==> src/rtl/cpu_pkg.sv <==
// Shared definitions for the 16-bit sequencer: FSM states, opcodes and ALU selects.
package cpu_pkg;

    typedef enum logic [2:0] {
        ST_IDLE      = 3'd0,
        ST_FETCH_HI  = 3'd1,
        ST_FETCH_LO  = 3'd2,
        ST_EXECUTE   = 3'd3,
        ST_WRITEBACK = 3'd4
    } state_t;

    localparam logic [3:0] OP_LOADI = 4'd0;
    localparam logic [3:0] OP_MOV   = 4'd1;
    localparam logic [3:0] OP_ADD   = 4'd2;
    localparam logic [3:0] OP_SUB   = 4'd3;
    localparam logic [3:0] OP_AND   = 4'd4;
    localparam logic [3:0] OP_OR    = 4'd5;
    localparam logic [3:0] OP_JMP   = 4'd6;
    localparam logic [3:0] OP_BEQ   = 4'd7;
    localparam logic [3:0] OP_NOP   = 4'd8;
    localparam logic [3:0] OP_HALT  = 4'd15;

    localparam logic [2:0] ALU_FWD    = 3'b000;
    localparam logic [2:0] ALU_ADDSUB = 3'b001;
    localparam logic [2:0] ALU_AND    = 3'b010;
    localparam logic [2:0] ALU_OR     = 3'b011;

    // Opcodes 9..14 have no meaning; they execute as NOP but are flagged.
    function automatic logic op_is_undefined(input logic [3:0] op);
        return (op >= 4'd9) && (op <= 4'd14);
    endfunction

endpackage

==> src/rtl/cpu_decode.sv <==
// Combinational instruction decode: IR fields and opcode-to-control mapping.
module cpu_decode
    import cpu_pkg::*;
(
    input  logic [15:0] ir,
    output logic [2:0]  alu_op,
    output logic        is_add,
    output logic        is_imm,
    output logic [2:0]  dest,
    output logic [2:0]  src1,
    output logic [2:0]  src2,
    output logic [7:0]  imm,
    output logic        writes_reg,
    output logic        is_jmp,
    output logic        is_beq,
    output logic        is_halt,
    output logic        is_illegal
);

    logic [3:0] opcode;

    assign opcode = ir[15:12];
    assign dest   = ir[11:9];
    assign src1   = ir[8:6];
    assign src2   = ir[2:0];
    assign imm    = ir[7:0];

    always_comb begin
        alu_op     = ALU_FWD;
        is_add     = 1'b1;
        is_imm     = 1'b0;
        writes_reg = 1'b0;
        is_jmp     = 1'b0;
        is_beq     = 1'b0;
        is_halt    = 1'b0;
        is_illegal = 1'b0;
        case (opcode)
            OP_LOADI: begin
                is_imm     = 1'b1;
                writes_reg = 1'b1;
            end
            OP_MOV: writes_reg = 1'b1;
            OP_ADD: begin
                alu_op     = ALU_ADDSUB;
                writes_reg = 1'b1;
            end
            OP_SUB: begin
                alu_op     = ALU_ADDSUB;
                is_add     = 1'b0;
                writes_reg = 1'b1;
            end
            OP_AND: begin
                alu_op     = ALU_AND;
                writes_reg = 1'b1;
            end
            OP_OR: begin
                alu_op     = ALU_OR;
                writes_reg = 1'b1;
            end
            OP_JMP:  is_jmp  = 1'b1;
            OP_BEQ:  is_beq  = 1'b1;
            OP_NOP:  ;
            OP_HALT: is_halt = 1'b1;
            default: is_illegal = op_is_undefined(opcode);
        endcase
    end

endmodule

==> src/rtl/cpu_sequencer.sv <==
// Multi-cycle instruction sequencer: byte-wise fetch, decode, execute and writeback
// control; owns the FSM, pc, IR and the Z flag.
module cpu_sequencer
    import cpu_pkg::*;
(
    input  logic       CLK,
    input  logic       RESET,
    input  logic       run,
    output logic       fetch_req,
    output logic [8:0] fetch_addr,
    input  logic       fetch_valid,
    input  logic [7:0] fetch_data,
    input  logic       alu_zero,
    output logic [2:0] alu_op,
    output logic       is_add,
    output logic       is_imm,
    output logic [7:0] imm,
    output logic [2:0] dest,
    output logic [2:0] src1,
    output logic [2:0] src2,
    output logic       reg_write,
    output logic [7:0] pc,
    output logic       halted,
    output logic       illegal
);

    state_t      state, state_next;
    logic [7:0]  pc_next;
    logic [15:0] ir, ir_next;
    logic        z_flag, z_next;
    logic        byte_sel;
    logic        wb_active;
    logic        illegal_active;

    logic dec_writes_reg, dec_is_jmp, dec_is_beq, dec_is_halt, dec_is_illegal;

    cpu_decode u_decode (
        .ir         (ir),
        .alu_op     (alu_op),
        .is_add     (is_add),
        .is_imm     (is_imm),
        .dest       (dest),
        .src1       (src1),
        .src2       (src2),
        .imm        (imm),
        .writes_reg (dec_writes_reg),
        .is_jmp     (dec_is_jmp),
        .is_beq     (dec_is_beq),
        .is_halt    (dec_is_halt),
        .is_illegal (dec_is_illegal)
    );

    always_ff @(posedge CLK) begin
        if (RESET) begin
            state  <= ST_IDLE;
            pc     <= 8'd0;
            ir     <= 16'd0;
            z_flag <= 1'b0;
        end else begin
            state  <= state_next;
            pc     <= pc_next;
            ir     <= ir_next;
            z_flag <= z_next;
        end
    end

    // Fetch handshake: fetch_req stays high with fetch_addr stable until a cycle
    // with fetch_valid; fetch_data of that same cycle is captured and the request ends.
    always_comb begin
        state_next     = state;
        pc_next        = pc;
        ir_next        = ir;
        z_next         = z_flag;
        fetch_req      = 1'b0;
        byte_sel       = 1'b0;
        wb_active      = 1'b0;
        illegal_active = 1'b0;
        case (state)
            ST_IDLE: begin
                if (run) state_next = ST_FETCH_HI;
            end
            ST_FETCH_HI: begin
                fetch_req = 1'b1;
                if (fetch_valid) begin
                    ir_next[15:8] = fetch_data;
                    state_next    = ST_FETCH_LO;
                end
            end
            ST_FETCH_LO: begin
                fetch_req = 1'b1;
                byte_sel  = 1'b1;
                if (fetch_valid) begin
                    ir_next[7:0] = fetch_data;
                    state_next   = ST_EXECUTE;
                end
            end
            ST_EXECUTE: begin
                illegal_active = dec_is_illegal;
                if (dec_writes_reg) begin
                    state_next = ST_WRITEBACK;
                end else begin
                    state_next = dec_is_halt ? ST_IDLE : ST_FETCH_HI;
                    if (dec_is_jmp || (dec_is_beq && z_flag)) pc_next = imm;
                    else                                      pc_next = pc + 8'd1;
                end
            end
            ST_WRITEBACK: begin
                wb_active  = 1'b1;
                z_next     = alu_zero;
                pc_next    = pc + 8'd1;
                state_next = ST_FETCH_HI;
            end
            default: state_next = ST_IDLE;
        endcase
    end

    // A write coinciding with a sampled reset must never reach the register file.
    assign reg_write  = wb_active & ~RESET;
    assign illegal    = illegal_active & ~RESET;
    assign fetch_addr = {pc, byte_sel};
    assign halted     = (state == ST_IDLE);

endmodule

==> config.mk <==
export PLATFORM = sky130hd
export DESIGN_NAME = cpu_sequencer
export DESIGN_NICKNAME = d
export VERILOG_FILES = /design/src/rtl/cpu_pkg.sv /design/src/rtl/cpu_decode.sv /design/src/rtl/cpu_sequencer.sv
export SDC_FILE = /design/constraint.sdc
export NUM_CORES = 1
export LEC_CHECK = 0
export CAP_MARGIN = 40
export CORE_ASPECT_RATIO = 0.5
export CORE_UTILIZATION = 50
export CTS_BUF_LIST = sky130_fd_sc_hd__clkbuf_8
export CTS_CLUSTER_DIAMETER = 200
export DETAILED_ROUTE_END_ITERATION = 8
export HOLD_SLACK_MARGIN = 0.15
export PLACE_DENSITY = 0.87
export REMOVE_ABC_BUFFERS = 1
export SLEW_MARGIN = 0
export SYNTH_ARGS = -nofsm -noshare
export SYNTH_HDL_FRONTEND = slang
export SYNTH_SLANG_ARGS = --single-unit
export TNS_END_PERCENT = 5
==> constraint.sdc <==
create_clock -name CLK -period 4.4 [get_ports CLK]
set_clock_uncertainty 0.15 [all_clocks]
set_input_delay 0.44 -clock CLK [delete_from_list [all_inputs] [get_ports CLK]]
set_output_delay 0.44 -clock CLK [all_outputs]
set_load 0.02 [all_outputs]
Yosys cells after proc, flatten, opt, wreduce, memory -nomap -nowiden --
Cells that the tools add are included.
Storage, ports and cells: register bits after elaboration 28, input bits 13, output and inout port bits 43
Operators by class: $add $sub $neg 1, order comparisons 2, equality and inequality tests 17, multiplexer cells 21, bitwise gates (word level) 3, reductions and logical operators 14
Operator list (number):
- $eq 4x3->1 const B | 4
- $mux 8 | 2
- $pmux 8 s2 | 1
- $pmux 3 s5 | 1
- $mux 1 | 12
- $mux 3 | 4
- $reduce_or 10->1 | 1
- $add 8x1->8 const B | 1
- $eq 4x2->1 const B | 2
- $eq 4x4->1 const B | 2
- $ne 2x2->1 const B | 4
- $eq 3x2->1 const B | 2
- $pmux 2 s3 | 1
- $reduce_and 2->1 | 3
- $reduce_or 6->1 | 1
- $eq 4x1->1 const B | 1
- $ge 4x4->1 const B | 1
- $le 4x4->1 const B | 1
- $logic_not 4->1 | 1
- $reduce_or 2->1 | 2
- $eq 3x1->1 const B | 1
- $eq 3x3->1 const B | 1
- $logic_not 3->1 | 1
- $reduce_and 3->1 | 1
- other kinds (5) | 7

Depth between registers and ports, before layout --
word-level depth 7, gate-level depth with buffers 6

By module --
Synthesis repeated with hierarchy kept, for this count alone.
Unflattened totals: cell total of the unflattened synthesis 193, area total of the unflattened synthesis 1647.8 sq um
By module, submodules not included:
- cpu_sequencer | instances 1, cells each 157, area an instance 1410.1 sq um
- cpu_decode | instances 1, cells each 36, area an instance 237.7 sq um

Least setup slack after synthesis --
Ideal clock, no wire load.
kind register to output, start point register state[1], end point output port illegal, arrival 1.364 ns, path slack 2.446 ns, stages on the path, launching flop included 6, cells stage by stage dfxtp_1 -> buf_4 -> nor2b_1 -> nand2_1 -> a311o_1 -> nor2_1
Between the ends: cells in the longest elaborated chain, start to end 3
RTL lines:
- start: declaration | line cpu_sequencer.sv:27 | state_t state, state_next;
- start signal: assignment | line cpu_sequencer.sv:60 | state <= state_next;
- $eq 3x2->1 | line cpu_sequencer.sv:78 | case (state)
- $mux 1 | line cpu_sequencer.sv:78
- $and 1x1->1 | line cpu_sequencer.sv:119 | assign illegal = illegal_active & ~RESET;
- end: declaration | line cpu_sequencer.sv:24 | output logic illegal
Every way passes these cells.

Worst setup path in the final report --
Same ends and word-level chain as after synthesis.

==> reports/qor.csv <==
stage;metric;value;unit
critical_path;cp_max_fo;10;
run_status;status;complete, no violations;
placement;dpl_cell_area;1940;µm²
cts;clock_sinks;28;
timing;slew_violations;0;
critical_path;cp-start-kind;flip-flop;
critical_path;r2r_slack;2310;ps
floorplan;die_h;42.3;µm
finish;syn2layout_area_growth;23.4;%
finish;drive_above_1_share;4.63;%
timing;rsz0062_at_grt;false;
grt;antenna_found_initial;0;
drt;drtIter0Drc;74;
logic_synthesis;avgSynthCellArea;8.27;µm²
timing;max_slew_margin;49.1;%
hold_path;min_from;ir[10]$_SDFFE_PP0P_;
finish;n_antenna_cell;0;
floorplan;fp.coreArea;3050;µm²
drt;drc;0;
cts;h-tree-depth;1;
run;maxCapViolCount;0;
logic_synthesis;ys_ff_latch;28;
timing;min_period_over_period;66.1;%
logic_synthesis;synth_edf_count;0;
hold_path;whs_path_depth;2;
timing;hold_violations;0;
power_and_ir_drop;ir_drop;0.000152;V
finish;final_area;2000;µm²
power_and_ir_drop;leakagePower;0.695;nW
critical_path;worst_r2r_path_depth;4;
logic_synthesis;synth_ff_type;dfxtp_1;
grt;grtUsageTotal;20.6;%
critical_path;cp.arrival;2320;ps
timing;whs;313;ps
logic_synthesis;async_reset_ff_share;0;%
grt;grt_pass1_wl;5430;µm
floorplan;rows;14;
cts;tritoncts;built;
timing;finalSetupViolations;0;
cts;ctsResizeCount;0;
cts;clk_pin_slew_worst_paths;90;ps
timing;min_period;2910;ps
logic_synthesis;ys_seq_area_share;34.6;%
finish;fin_nets;231;
floorplan;fp.dieW;82.5;µm
logic_synthesis;ys_types;38;
critical_path;critPathCaptureType;output pin;
drt;ant_nets;0;
power_and_ir_drop;power_density;260;nW/µm²
critical_path;critPathKind;reg2out;
timing;setup_tns;0;ps
drt;vias;1395;
timing;worst_pin_slew;757;ps
floorplan;pin_count;56;
cts;cts_hold_buf;0;
timing;fmax;344;MHz
critical_path;r2r-end;pc[3]$_SDFFE_PP0P_;
drt;wl_per_cell;14.0;µm
grt;grt_pass1_vias;1152;
hold_path;hold_end;ir[10]$_SDFFE_PP0P_;
drt;routed_via_density;5.45;
logic_synthesis;yosysWarnings;0;
grt;globalRouteOverflowTotal;0;
cts;cts_setup_buffers;0;
logic_synthesis;netlist_area;1620;µm²
floorplan;die-area;3490;µm²
cts;cts_made_buffers;3;
cts;clock_path_buffers;2;
placement;place.gp.congestion;0.818;
hold_path;hold_path.class;reg2reg;
placement;dp_hpwl;2600;µm
logic_synthesis;netlist_instances;196;
drt;firstDrtPassIters;4;
drt;routed_wl;3570;µm
cts;cts.root.buffer_cell;clkbuf_8;
critical_path;crit_required;3810;ps
cts;clk_latency;280;ps
placement;io_buffers;54;
critical_path;r2r-start;state[0]$_SDFFE_PP0P_;
floorplan;start_util;53.2;%
grt;grt_max_degree;32;
[cell usage in the layout (no fill, tap or decap), types with 2 or more instances in the layout]
cell type	instances
nor2_1	18
or3_1	2
nand4_1	2
o2bb2ai_1	4
a21oi_1	11
nor3_1	8
clkdlybuf4s50_1	54
a31oi_1	4
nand3_1	3
o32ai_1	2
nor2b_1	8
inv_1	2
mux2i_1	15
nand2b_1	2
nor3b_1	2
clkbuf_8	4
a211oi_1	2
nand2_1	24
dfxtp_1	28
o21ai_0	4
[layer usage]
| layer | vias up | track usage (%) | share of wire, % |
|---|---|---|---|
| met1 | 671 | 28.2 | 48 |
| met2 | 31 | 32.7 | 47 |
| met4 | 0 | 4.83 | 0.73 |
| li1 | 689 | - | - |
| met5 | - | 0 | 0 |
| met3 | 4 | 5.22 | 4.9 |
[synthesized netlist by cell type (all sizes together), types with 2 or more instances]
cell     instances  area, µm²
o21ai            4       20.0
a21oi           11       55.1
mux2i           15        150
o2bb2ai          4       35.0
nor3             8       40.0
or3              2       12.5
dfxtp           28        561
nor2            18       67.6
buf             34        255
nor4             2       18.8
clkbuf           5       18.8
nor3b            3       33.8
o32ai            2       17.5
inv              2       7.51
nand2b           2       12.5
nand3            3       15.0
nand4            2       12.5
nand2           24       90.1
nor2b            8       50.1
a211oi           2       15.0
a31oi            4       25.0
[stage by stage]
step / power [mW] / worst slack, ps / util (%) / std cells
2_1_floorplan: 0.317 / 2320 / - / 157
3_3_place_gp: 0.360 / 1690 / 63.8 / 252
3_5_place_dp: 0.362 / 1690 / 63.8 / 252
4_1_cts: 0.521 / 1500 / 65.6 / 256
5_1_grt: 0.539 / 1370 / 65.6 / 256
6_report: 0.521 / 1490 / 65.6 / 256
[logic make-up (layout without fill, tap and decap cells)]
kind of cell | Yosys count | in the layout | synth area share [%]
other | 1 | 1 | 0.231
adders and majority gates | 1 | 1 | 0.772
and+or+nand+nor | 76 | 76 | 23.6
DFF | 28 | 28 | 34.6
xor gates and xnor gates | 1 | 1 | 0.541
muxes | 16 | 16 | 9.96
buffers and inverters | 41 | 61 | 17.4
AOI/OAI and AO/OA | 32 | 32 | 12.9
[power breakdown]
part	total, mW	internal [mW]	switching, mW
Clock	0.163	0.0804	0.0830
Combinational	0.0836	0.0418	0.0418
Sequential	0.274	0.261	0.0132
[area by class of cell]
cell class | instances | area [µm²]
Multi-Input combinational cell | 127 | 778
Sequential cell | 28 | 561
Tap cell | 40 | 50.0
Timing Repair Buffer | 55 | 548
Clock buffer | 4 | 55.1
Inverter | 2 | 7.51
Fill cell | 251 | 1050
[worst max-delay path, stage by stage (launching register included)]
cell and delay [ps]:
dfxtp_1 550, nor2b_1 350, nand2_1 120, a311o_1 290
nor2_1 110, clkdlybuf4s50_1 610
[state kept, by name (all words and copies together) (netlist names)]
signal  cells
ir         16
pc          8
state       3
z_flag      1
[worst max path at each step]
stage	start	to	slack, ps	cells after the start
4_1_cts	state[1]$_SDFFE_PP0P_	illegal	1500	5
6_report	state[1]$_SDFFE_PP0P_	illegal	1490	5
5_1_grt	state[1]$_SDFFE_PP0P_	illegal	1370	5
2_1_floorplan	state[1]$_SDFFE_PP0P_	ir[0]$_SDFFE_PP0P_	2320	4
3_5_place_dp	RESET	illegal	1690	5
3_3_place_gp	RESET	illegal	1690	5
Note: power is estimated with default switching activity, not from simulation.
